===== src/rtl/id_ex_stage.sv =====
// id_ex_stage: ID/EX pipeline register with WB write-through bypass, load-use bubbles, hold and flush
module id_ex_stage #(
    parameter int CTRL_W = 8,
    parameter int CNT_W  = 16
) (
    input  logic              clk,
    input  logic              rst,
    input  logic              id_valid,
    input  logic [31:0]       id_pc,
    input  logic [31:0]       id_imm,
    input  logic [4:0]        id_rs1,
    input  logic [4:0]        id_rs2,
    input  logic [4:0]        id_rd,
    input  logic              id_use_rs1,
    input  logic              id_use_rs2,
    input  logic              id_memread,
    input  logic              id_regwrite,
    input  logic [CTRL_W-1:0] id_ctrl,
    input  logic [31:0]       rf_rd1,
    input  logic [31:0]       rf_rd2,
    input  logic              wb_regwrite,
    input  logic [4:0]        wb_rd,
    input  logic [31:0]       wb_data,
    input  logic              flush,
    input  logic              ex_hold,
    output logic              id_stall,
    output logic              ex_valid,
    output logic [31:0]       ex_pc,
    output logic [31:0]       ex_imm,
    output logic [4:0]        ex_rs1,
    output logic [4:0]        ex_rs2,
    output logic [4:0]        ex_rd,
    output logic [31:0]       ex_op1,
    output logic [31:0]       ex_op2,
    output logic              ex_memread,
    output logic              ex_regwrite,
    output logic [CTRL_W-1:0] ex_ctrl,
    output logic [CNT_W-1:0]  bubble_cnt
);
    logic              valid_q, valid_d, memread_q, memread_d, regwrite_q, regwrite_d;
    logic [CTRL_W-1:0] ctrl_q, ctrl_d;
    logic [31:0]       pc_q, pc_d, imm_q, imm_d, op1_q, op1_d, op2_q, op2_d;
    logic [4:0]        rs1_q, rs1_d, rs2_q, rs2_d, rd_q, rd_d;
    logic [CNT_W-1:0]  cnt_q, cnt_d;
    logic              load_use, wb_hit1, wb_hit2, ref1, ref2;
    logic [31:0]       byp1, byp2;

    assign load_use = id_valid & valid_q & memread_q & (rd_q != 5'd0) &
                      ((id_use_rs1 & (id_rs1 == rd_q)) | (id_use_rs2 & (id_rs2 == rd_q)));
    assign id_stall = (load_use | ex_hold) & ~flush;
    assign wb_hit1  = wb_regwrite & (wb_rd != 5'd0) & (wb_rd == id_rs1);
    assign wb_hit2  = wb_regwrite & (wb_rd != 5'd0) & (wb_rd == id_rs2);
    assign byp1     = wb_hit1 ? wb_data : rf_rd1;
    assign byp2     = wb_hit2 ? wb_data : rf_rd2;
    assign ref1     = valid_q & wb_regwrite & (wb_rd != 5'd0) & (wb_rd == rs1_q);
    assign ref2     = valid_q & wb_regwrite & (wb_rd != 5'd0) & (wb_rd == rs2_q);

    // next-state selection: flush, then hold with operand refresh, then load-use bubble, else capture
    always_comb begin
        valid_d    = valid_q;
        memread_d  = memread_q;
        regwrite_d = regwrite_q;
        ctrl_d     = ctrl_q;
        pc_d       = pc_q;
        imm_d      = imm_q;
        rs1_d      = rs1_q;
        rs2_d      = rs2_q;
        rd_d       = rd_q;
        op1_d      = op1_q;
        op2_d      = op2_q;
        cnt_d      = cnt_q;
        if (flush || (!ex_hold && load_use)) begin
            valid_d    = 1'b0;
            memread_d  = 1'b0;
            regwrite_d = 1'b0;
            ctrl_d     = '0;
            cnt_d      = (!flush && !(&cnt_q)) ? cnt_q + 1'b1 : cnt_q;
        end else if (ex_hold) begin
            op1_d = ref1 ? wb_data : op1_q;
            op2_d = ref2 ? wb_data : op2_q;
        end else begin
            valid_d    = id_valid;
            memread_d  = id_valid & id_memread;
            regwrite_d = id_valid & id_regwrite;
            ctrl_d     = id_valid ? id_ctrl : '0;
            pc_d       = id_pc;
            imm_d      = id_imm;
            rs1_d      = id_rs1;
            rs2_d      = id_rs2;
            rd_d       = id_rd;
            op1_d      = byp1;
            op2_d      = byp2;
        end
    end

    // stage registers with synchronous clear
    always_ff @(posedge clk) begin
        if (rst) begin
            valid_q    <= 1'b0;
            memread_q  <= 1'b0;
            regwrite_q <= 1'b0;
            ctrl_q     <= '0;
            pc_q       <= '0;
            imm_q      <= '0;
            rs1_q      <= '0;
            rs2_q      <= '0;
            rd_q       <= '0;
            op1_q      <= '0;
            op2_q      <= '0;
            cnt_q      <= '0;
        end else begin
            valid_q    <= valid_d;
            memread_q  <= memread_d;
            regwrite_q <= regwrite_d;
            ctrl_q     <= ctrl_d;
            pc_q       <= pc_d;
            imm_q      <= imm_d;
            rs1_q      <= rs1_d;
            rs2_q      <= rs2_d;
            rd_q       <= rd_d;
            op1_q      <= op1_d;
            op2_q      <= op2_d;
            cnt_q      <= cnt_d;
        end
    end

    assign ex_valid    = valid_q;
    assign ex_memread  = memread_q;
    assign ex_regwrite = regwrite_q;
    assign ex_ctrl     = ctrl_q;
    assign ex_pc       = pc_q;
    assign ex_imm      = imm_q;
    assign ex_rs1      = rs1_q;
    assign ex_rs2      = rs2_q;
    assign ex_rd       = rd_q;
    assign ex_op1      = op1_q;
    assign ex_op2      = op2_q;
    assign bubble_cnt  = cnt_q;
endmodule


===== config.mk =====
export PLATFORM = sky130hd
export DESIGN_NAME = id_ex_stage
export DESIGN_NICKNAME = d
export VERILOG_FILES = /design/src/rtl/id_ex_stage.sv
export SDC_FILE = /design/constraint.sdc
export NUM_CORES = 1
export LEC_CHECK = 0
export CORE_MARGIN = 2
export CORE_UTILIZATION = 30
export DETAILED_ROUTE_END_ITERATION = 10
export GPL_TIMING_DRIVEN = 0
export HOLD_SLACK_MARGIN = 0.15
export SLEW_MARGIN = 25
export SYNTH_ARGS = -nofsm -noshare
export SYNTH_HDL_FRONTEND = slang
export SYNTH_SLANG_ARGS = --single-unit
export TNS_END_PERCENT = 30

===== constraint.sdc =====
create_clock -name clk -period 3.09 [get_ports clk]
set_input_delay 0.309 -clock clk [delete_from_list [all_inputs] [get_ports clk]]
set_output_delay 0.309 -clock clk [all_outputs]
set_load 0.02 [all_outputs]

* Word level (Yosys, flattened, before mapping)
Index checks and enable logic that the tools add are counted.
** Storage, ports and cells
- Bits in registers :: 170
- Input port bits :: 198
- Output and inout port bits :: 171
- Logic and storage cells :: 63
** Cells by class
- Add/subtract/negate cells :: 1
- Eq/ne operators :: 8
- Multiplexer cells :: 7
- Bitwise operators :: 21
- Reductions and logical operators :: 14
** Operator list (number)
- 32-bit 2-to-1 mux :: 6
- 5-bit == test :: 6
- 16-bit by 1-bit adder with 16-bit output (second input constant) :: 1
- 1-bit bitwise AND :: 16
- 16-bit AND reduction :: 1
- 5-bit nonzero test :: 2
- 8-bit 2-to-1 mux :: 1
- 2-bit AND reduction :: 4
- 2-bit by 1-bit inequality test with 1-bit output (second input constant) :: 2
- 1-bit zero test :: 3
- 1-bit inverter :: 3
- 1-bit logical AND :: 2
- 1-bit bitwise OR :: 2
- 2-bit OR reduction :: 1
- 1-bit logical OR :: 1

* Longest topological paths before layout
Gate-level depths: netlist (run 1).
- Depth in word-level cells :: 8
- Depth in mapped cells :: 8
- Gate-level depth less buffers :: 6

* Worst setup path after synthesis (run 1)
OpenSTA, ideal clock, no wires.
- Kind :: reg-to-output
- Start point :: reg rd_q[2], in the netlist ex_rd[2]
- End point :: out id_stall
- Data arrival time :: 1954 ps
- Data required time :: 2781 ps
- Setup slack :: 827 ps
- Cell stages (with the launch flop) :: 8
- Path buffers :: 2
- Cells stage by stage :: dfxtp_1 xor2_1 nor4_1 a32oi_1 buf_2 buf_2 nor2_1 o21a_1
** Between the ends
- Longest elaborated chain between the ends :: 6
- Elaborated cells on any way between the ends :: 10
- Classes of those cells :: 2 x eq/ne; 7 x bitwise; 1 x reduce/logical
** Ends and longest elaborated chain
- from (decl) :: line 43 : logic [4:0] rs1_q, rs1_d, rs2_q, rs2_d, rd_q, rd_d;
- from (signal assigned) :: line 120 : rd_q <= rd_d;
- 5-bit == test :: line 49 : ((id_use_rs1 & (id_rs1 == rd_q)) | (id_use_rs2 & (id_rs2 == rd_q)));
- 1-bit bitwise AND :: line 49
- 1-bit bitwise OR :: line 49
- 1-bit bitwise AND * :: line 48 : assign load_use = id_valid & valid_q & memread_q & (rd_q != 5'd0) &
- 1-bit bitwise OR * :: line 50 : assign id_stall = (load_use | ex_hold) & ~flush;
- 1-bit bitwise AND * :: line 50
- to (decl) :: line 26 : output logic id_stall,
Every way passes the cells marked *; elsewhere a longest branch is shown, timed or not.

* Worst setup path after layout (run 1)
- Start point :: in id_rs1[2]
- End point :: out id_stall
** Between the ends
- Longest elaborated chain between the ends :: 6
** Ends and longest elaborated chain
- from (decl) :: line 11 : input logic [4:0] id_rs1,
- 5-bit == test :: line 49
- 1-bit bitwise AND :: line 49
- 1-bit bitwise OR :: line 49
- 1-bit bitwise AND :: line 48
- 1-bit bitwise OR :: line 50
- 1-bit bitwise AND :: line 50
Every way passes these cells.

==> flow_summary.ini, run 1 <==
[cells_and_area]
fill_cells = 2926
final_net_count = 1584
multi_input_area_um2 = 5205
seqCellArea_um2 = 3408
area_growth_pct = 52.36
final_util_pct = 46.56
drive_above_1_share_pct = 8.089

[logic_synthesis]
synth_area_um2 = 9105
syn_area_per_cell_um2 = 9.105
synth_top_area_cell = dfxtp_1
syn_inst = 1000
yosysSeqAreaShare_pct = 37.38
yosys.area_share.simple_pct = 20.38
ys.flop_type = dfxtp_1
synth_top_family_by_area = simple AND/OR/NAND/NOR gates
syn_nets = 1199
ys_top_cells_by_area = dfxtp_1 (37%), mux2i_1 (16%), nand2_1 (6.7%)
yosys-mux-area-fraction_pct = 16.97
synthXorXnorAreaFrac_pct = 2.886
synth_warnings = 0
synthAdderAreaFrac_pct = 0.1374
synth_edf_count = 0
async_flop_share_pct = 0
ys_top_cells_by_count = dfxtp_1 (170), nand2_1 (162), mux2i_1 (142), nor4_1 (78), clkbuf_1 (74)
synth_cell_types = 50
yosysMostFrequentCell = dfxtp_1
synth_compound_area_share_pct = 16.64
ys_ff_latch = 170
synth_top_area_share_pct = 37.38

[power]
swShare_pct = 29.70
p_per_area_nw_per_um2 = 421.6
p_switching_mw = 1.737
pwr-share-comb_pct = 21.5
ir_drop_mv = 0.2747
power.total_mw = 5.848
p_leak_nw = 4.881
p_int_mw = 4.111
seqPwrFrac_pct = 40.8
pwr-share-clk_pct = 37.7

[worst_setup_path]
cp-endpoint = id_stall
r2r_slack_ns = 0.22
cp_max_fo = 10
crit_start = id_rs1[2]
r2r_start = ex_rd[0]
critPathArrivalTime_ns = 2.69
path_class = input pin to output port
reg2reg_to = ex_op2[12]
setup.worst_path.end_class = output port
required_ns = 2.78
start_kind = input pin
worstRegToRegCells = 6

[clock_network]
ctsHtreeMaxLevel = 4
cts-root-buf = clkbuf_16
cts_tree = built
holdBufCountCts = 0
cts_num_sinks = 170
ctsLongestPathBuffers = 2
clk_latency_ns = 0.44
numCtsBuffers = 17
clk_pin_slew_ns = 0.07

[global_route]
grt_antenna_before_repair = 2
grt_max_degree = 20
grt_pass1_vias = 9129
grt_first_pass_wirelength_um = 54760
grt_util_all_layers_pct = 22.55
globalRoute.totalOverflow = 0

[status]
outcome = finished, final reports clean

[placement]
gp_congestion = 0.8201
dpl_worst_slack_ns = -0.5368
portBuffers = 362
place.detailed.hpwl_um = 27920

[floorplanning]
dieWidth_um = 178.2
start_util_pct = 30.56
coreArea_um2 = 29800
rows = 63
die-area_um2 = 31760
dieHeight_um = 178.2
io_pins = 369

[timing]
rsz0062_at_grt = false
fin_tns_setup_ns = 0
fin_skew_ns = 0.02118
max_freq_mhz = 333.0
finalCritPeriodShare_pct = 97.18
hold_violations = 0
worst_pin_slew_ns = 0.7667
timing.final.ws_setup_ns = 0.08722
slew_headroom_pct = 48.88
drv_slew = 0
fin_crit_ns = 3.003
setup_viol = 0

[detailed_routing]
ant_nets = 0
vias = 9361
post-route-drc-count = 0
wl_per_cell_um = 20.50
wl_um = 36700
avgViaCountPerCell = 5.230
drt_iter0_markers = 554
dr.pass1.iters = 5

[run]
max_cap_viol_count = 0

[hold_path]
holdCritPathClass = input pin to flop
## cell usage in the layout (no fill, tap or decap), types with 3 or more instances in the layout
cell type	count
nor2b_1	12
clkdlybuf4s50_1	360
buf_6	3
dfxtp_2	4
a22oi_1	10
o31ai_1	5
o22ai_1	64
nor4_1	77
nor2_1	27
clkbuf_16	17
xnor2_1	16
a2111oi_2	25
inv_6	3
nand3_1	7
a2111oi_1	35
inv_1	3
o21a_1	3
clkbuf_1	72
a2111oi_0	4
buf_2	15
buf_8	5
mux2_2	11
or4_1	4
inv_8	3
mux2i_1	142
buf_4	9
o211ai_1	3
nand2_1	162
a21oi_1	5
xor2_1	14
nand2b_1	64
diode_2	3
nand4_1	6
dfxtp_1	166
clkinv_4	4
## how the worst min path moves through the flow
stage / startpoint / to / slack, ns / cells past startpoint
finish: id_rs2[0] / ex_rs2[0] / 0.29 / 3
global placement: ex_pc[5] / ex_pc[5] / 0.44 / 2
floorplan: id_imm[0] / ex_imm[0] / 0.45 / 2
detailed placement: ex_pc[11] / ex_pc[11] / 0.45 / 2
CTS: id_imm[4] / ex_imm[4] / 0.41 / 3
global route: id_rs2[0] / ex_rs2[0] / 0.30 / 3
## cells by family (layout without fill, tap and decap cells)
kind of cell | count (synthesis) | count (layout)
AOI/OAI and AO/OA | 168 | 168
and+or+nand+nor | 371 | 371
muxes | 153 | 153
xor gates and xnor gates | 30 | 30
DFF | 170 | 170
adders and majority gates | 1 | 1
other | 0 | 3
buffers and inverters | 107 | 504
## flip-flops by register name, indices dropped and copies added (netlist names)
| name | cells |
|---|---|
| ex_rs1 | 5 |
| bubble_cnt | 16 |
| ex_memread | 1 |
| ex_op1 | 32 |
| ex_ctrl | 8 |
| ex_imm | 32 |
| ex_pc | 32 |
| ex_valid | 1 |
| ex_op2 | 32 |
| ex_rs2 | 5 |
| ex_rd | 5 |
| ex_regwrite | 1 |
## power by group through the flow
stage	registers (mW)	clock network, mW	logic [mW]
floorplan	2.55	0	0.483
global placement	2.43	0	1.25
detailed placement	2.43	0	1.26
CTS	2.38	2.26	1.26
global route	2.40	2.34	1.34
finish	2.38	2.21	1.26
## routing by layer
| layer | wire length [um] | vias up | track usage [%] |
|---|---|---|---|
| met5 | 0 | - | 0 |
| met4 | 1034 | 0 | 7.690 |
| met3 | 2007 | 58 | 3.559 |
| met2 | 17180 | 316 | 36.60 |
| met1 | 16470 | 4487 | 30.42 |
| li1 | - | 4500 | - |
## repair_timing
| action | in CTS | in global routing |
|---|---|---|
| gates resized for setup | 6 | 6 |
| setup endpoints to repair | 1 | 21 |
| buffers inserted | 1 | 4 |
| pin swaps | 1 | 1 |
## stage by stage
stage               hold slack [ns]  std cells  cell area, um^2
global route                 0.3011       1790            13870
detailed placement           0.4480       1753            13220
floorplan                    0.4512       1000             9105
finish                       0.2883       1790            13870
CTS                          0.4080       1783            13820
global placement             0.4413       1752            13220
## layout make-up
| class | count | share of cell area, % |
|---|---|---|
| multi-input cells | 723 | 37.52 |
| well taps | 390 | 3.518 |
| repair buffers | 368 | 26.46 |
| inverters | 4 | 0.1082 |
| flip-flops and latches | 170 | 24.57 |
| clock inverters | 12 | 0.9561 |
| clock buffers | 19 | 3.265 |
| diodes | 3 | 0.05412 |
| plain buffers | 101 | 3.545 |
## worst max-delay path: stages
cell and delay [ns]:
clkdlybuf4s50_1 0.51, xor2_1 0.20, nor4_2 0.32, a32oi_2 0.20, buf_4 0.21, buf_2 0.18, clkbuf_4 0.21, nor2_1 0.11
o21a_1 0.11, clkdlybuf4s15_1 0.32
(Power assumes the default switching activity.)
==> inputs of run 2 (changes only) <==
CAP_MARGIN = 10   (was default)
==> results of run 2 <==
Same layout as run 1: the final DEF is identical, and so are final timing and power.
==> inputs of run 3 (changes only) <==
CORE_MARGIN = default   (was 2)
==> flow_summary.ini, run 3 (synthesis results as in run 1) <==
[cells_and_area]
num_antenna_cells = 0
final_common_cell = clkdlybuf4s50_1
final_net_count = 1583
drive_above_1_share_pct = 7.874
area_growth_pct = 51.83
fin_area_um2 = 13820
layout_common_cells = clkdlybuf4s50_1 (361), dfxtp_1 (168), nand2_1 (162), mux2i_1 (142), nor4_1 (77)

[floorplanning]
rows = 63
die-area_um2 = 31050
dieHeight_um = 176.2
dieWidth_um = 176.2
io_pins = 369
start_util_pct = 30.64
coreArea_um2 = 29720

[power]
ir_drop_mv = 0.3615
power.total_mw = 5.793
p_leak_nw = 4.847
p_per_area_nw_per_um2 = 419.0

[placement]
dpl_cell_area_um2 = 13220
portBuffers = 362
gp_congestion = 0.8426
place.detailed.hpwl_um = 27520

[global_route]
grt_pass1_vias = 9185
globalRoute.totalOverflow = 0
grt_antenna_before_repair = 0
grt_first_pass_wirelength_um = 54390
grt_max_degree = 20
grt_util_all_layers_pct = 22.76

[worst_setup_path]
path_class = input pin to output port
start_kind = input pin
crit_start = id_rs1[1]
cp_common_cell = buf_2
setup.worst_path.end_class = output port
crit_chain = clkdlybuf4s50_1 > xor2_1 > nor4_2 > a32oi_2 > buf_2 > buf_2 > nor2_1 > o21a_1 > dlygate4sd2_1
required_ns = 2.78
cpMaxStageDelayCell = clkdlybuf4s50_1
r2r_start = ex_rd[0]
critPathArrivalTime_ns = 2.54
cp_slowest_stage_delay_ns = 0.57
cp_max_fo = 10
r2r_slack_ns = 0.33

[clock_network]
ctsHtreeMaxLevel = 4
cts_num_sinks = 170
clk_latency_ns = 0.43
clk_pin_slew_ns = 0.08
numCtsBuffers = 17
holdBufCountCts = 0
ctsLongestPathBuffers = 2
cts-root-buf = clkbuf_16
cts_tree = built

[timing]
finalCritPeriodShare_pct = 92.19
worst_pin_slew_ns = 0.7423
fin_skew_ns = 0.01147
drv_slew = 0
slew_headroom_pct = 50.51
hold_violations = 0
fin_crit_ns = 2.849
rsz0062_at_grt = false
setup_viol = 0
max_freq_mhz = 351.1
fin_tns_setup_ns = 0

[run]
max_cap_viol_count = 0

[hold_path]
min_from = id_imm[25]
holdCritPathClass = input pin to flop

[detailed_routing]
dr.pass1.iters = 5
post-route-drc-count = 0
vias = 9353
drt_iter0_markers = 500
ant_nets = 0
wl_um = 36010
wl_per_cell_um = 20.15
avgViaCountPerCell = 5.234

[status]
outcome = finished, final reports clean
[run 3: cell types whose count changed in the layout (fill, tap and decap cells not counted), sizes merged]
cell           before  now
clkinvlp            1    4
diode               3    0
inv                 9    7
clkbuf             92   91
clkdlybuf4s15       1    0
clkdlybuf4s50     360  361
dlygate4sd2         0    1
dlymetal6s2s        1    0
[run 3: power by group]
part	leakage [nW]	internal [mW]	total, mW	switching, mW
clock	0.267	1.14	2.16	1.02
combinational	3.19	0.631	1.25	0.615
sequential	1.39	2.30	2.39	0.0878
[run 3: per-layer routing]
layer | routed length (um) | GRT usage [%]
met4 | 1198 | 9.203
met5 | 0 | 0
met2 | 16880 | 37.34
met3 | 1910 | 4.091
met1 | 16020 | 29.34
[run 3: path summary, 6_finish.rpt]
check	end	cells past startpoint
max	id_stall	9
min	ex_imm[25]	3
max reg2reg	ex_op1[18]	7
min reg2reg	ex_pc[15]	2
[run 3: worst max-delay path: cells and delay by family]
kind            cells  cell delay [ns]
compound gates      2             0.45
buf+inv             4             1.43
xor+xnor            1             0.20
simple gates        2             0.15
[run 3: per-stage QoR]
| step | setup slack (ns) | util (%) | hold slack, ns | instances |
|---|---|---|---|---|
| 2_1_floorplan | 0.8274 | - | 0.4512 | 1000 |
| 3_3_place_gp | -0.8573 | 44.47 | 0.4418 | 1752 |
| 3_5_place_dp | -0.4909 | 44.50 | 0.4470 | 1753 |
| 4_1_cts | 0.2245 | 46.52 | 0.4007 | 1787 |
| 5_1_grt | 0.09708 | 46.52 | 0.4013 | 1787 |
| 6_report | 0.2415 | 46.52 | 0.4226 | 1787 |
[run 3: final cells by class]
type	instances	area, um^2
plain buffers	101	489.2
fillers	2866	15890
well taps	390	488.0
inverters	4	15.01
multi-input cells	723	5205
clock inverters	13	118.9
repair buffers	367	3660
flip-flops and latches	170	3406
clock buffers	19	442.9
[run 3: repair_timing]
item / CTS / global route
endpoints found under the hold margin: 0 / 0
setup buffers: 4 / 0
resized for setup: 6 / 0
setup endpoints to repair: 1 / 0
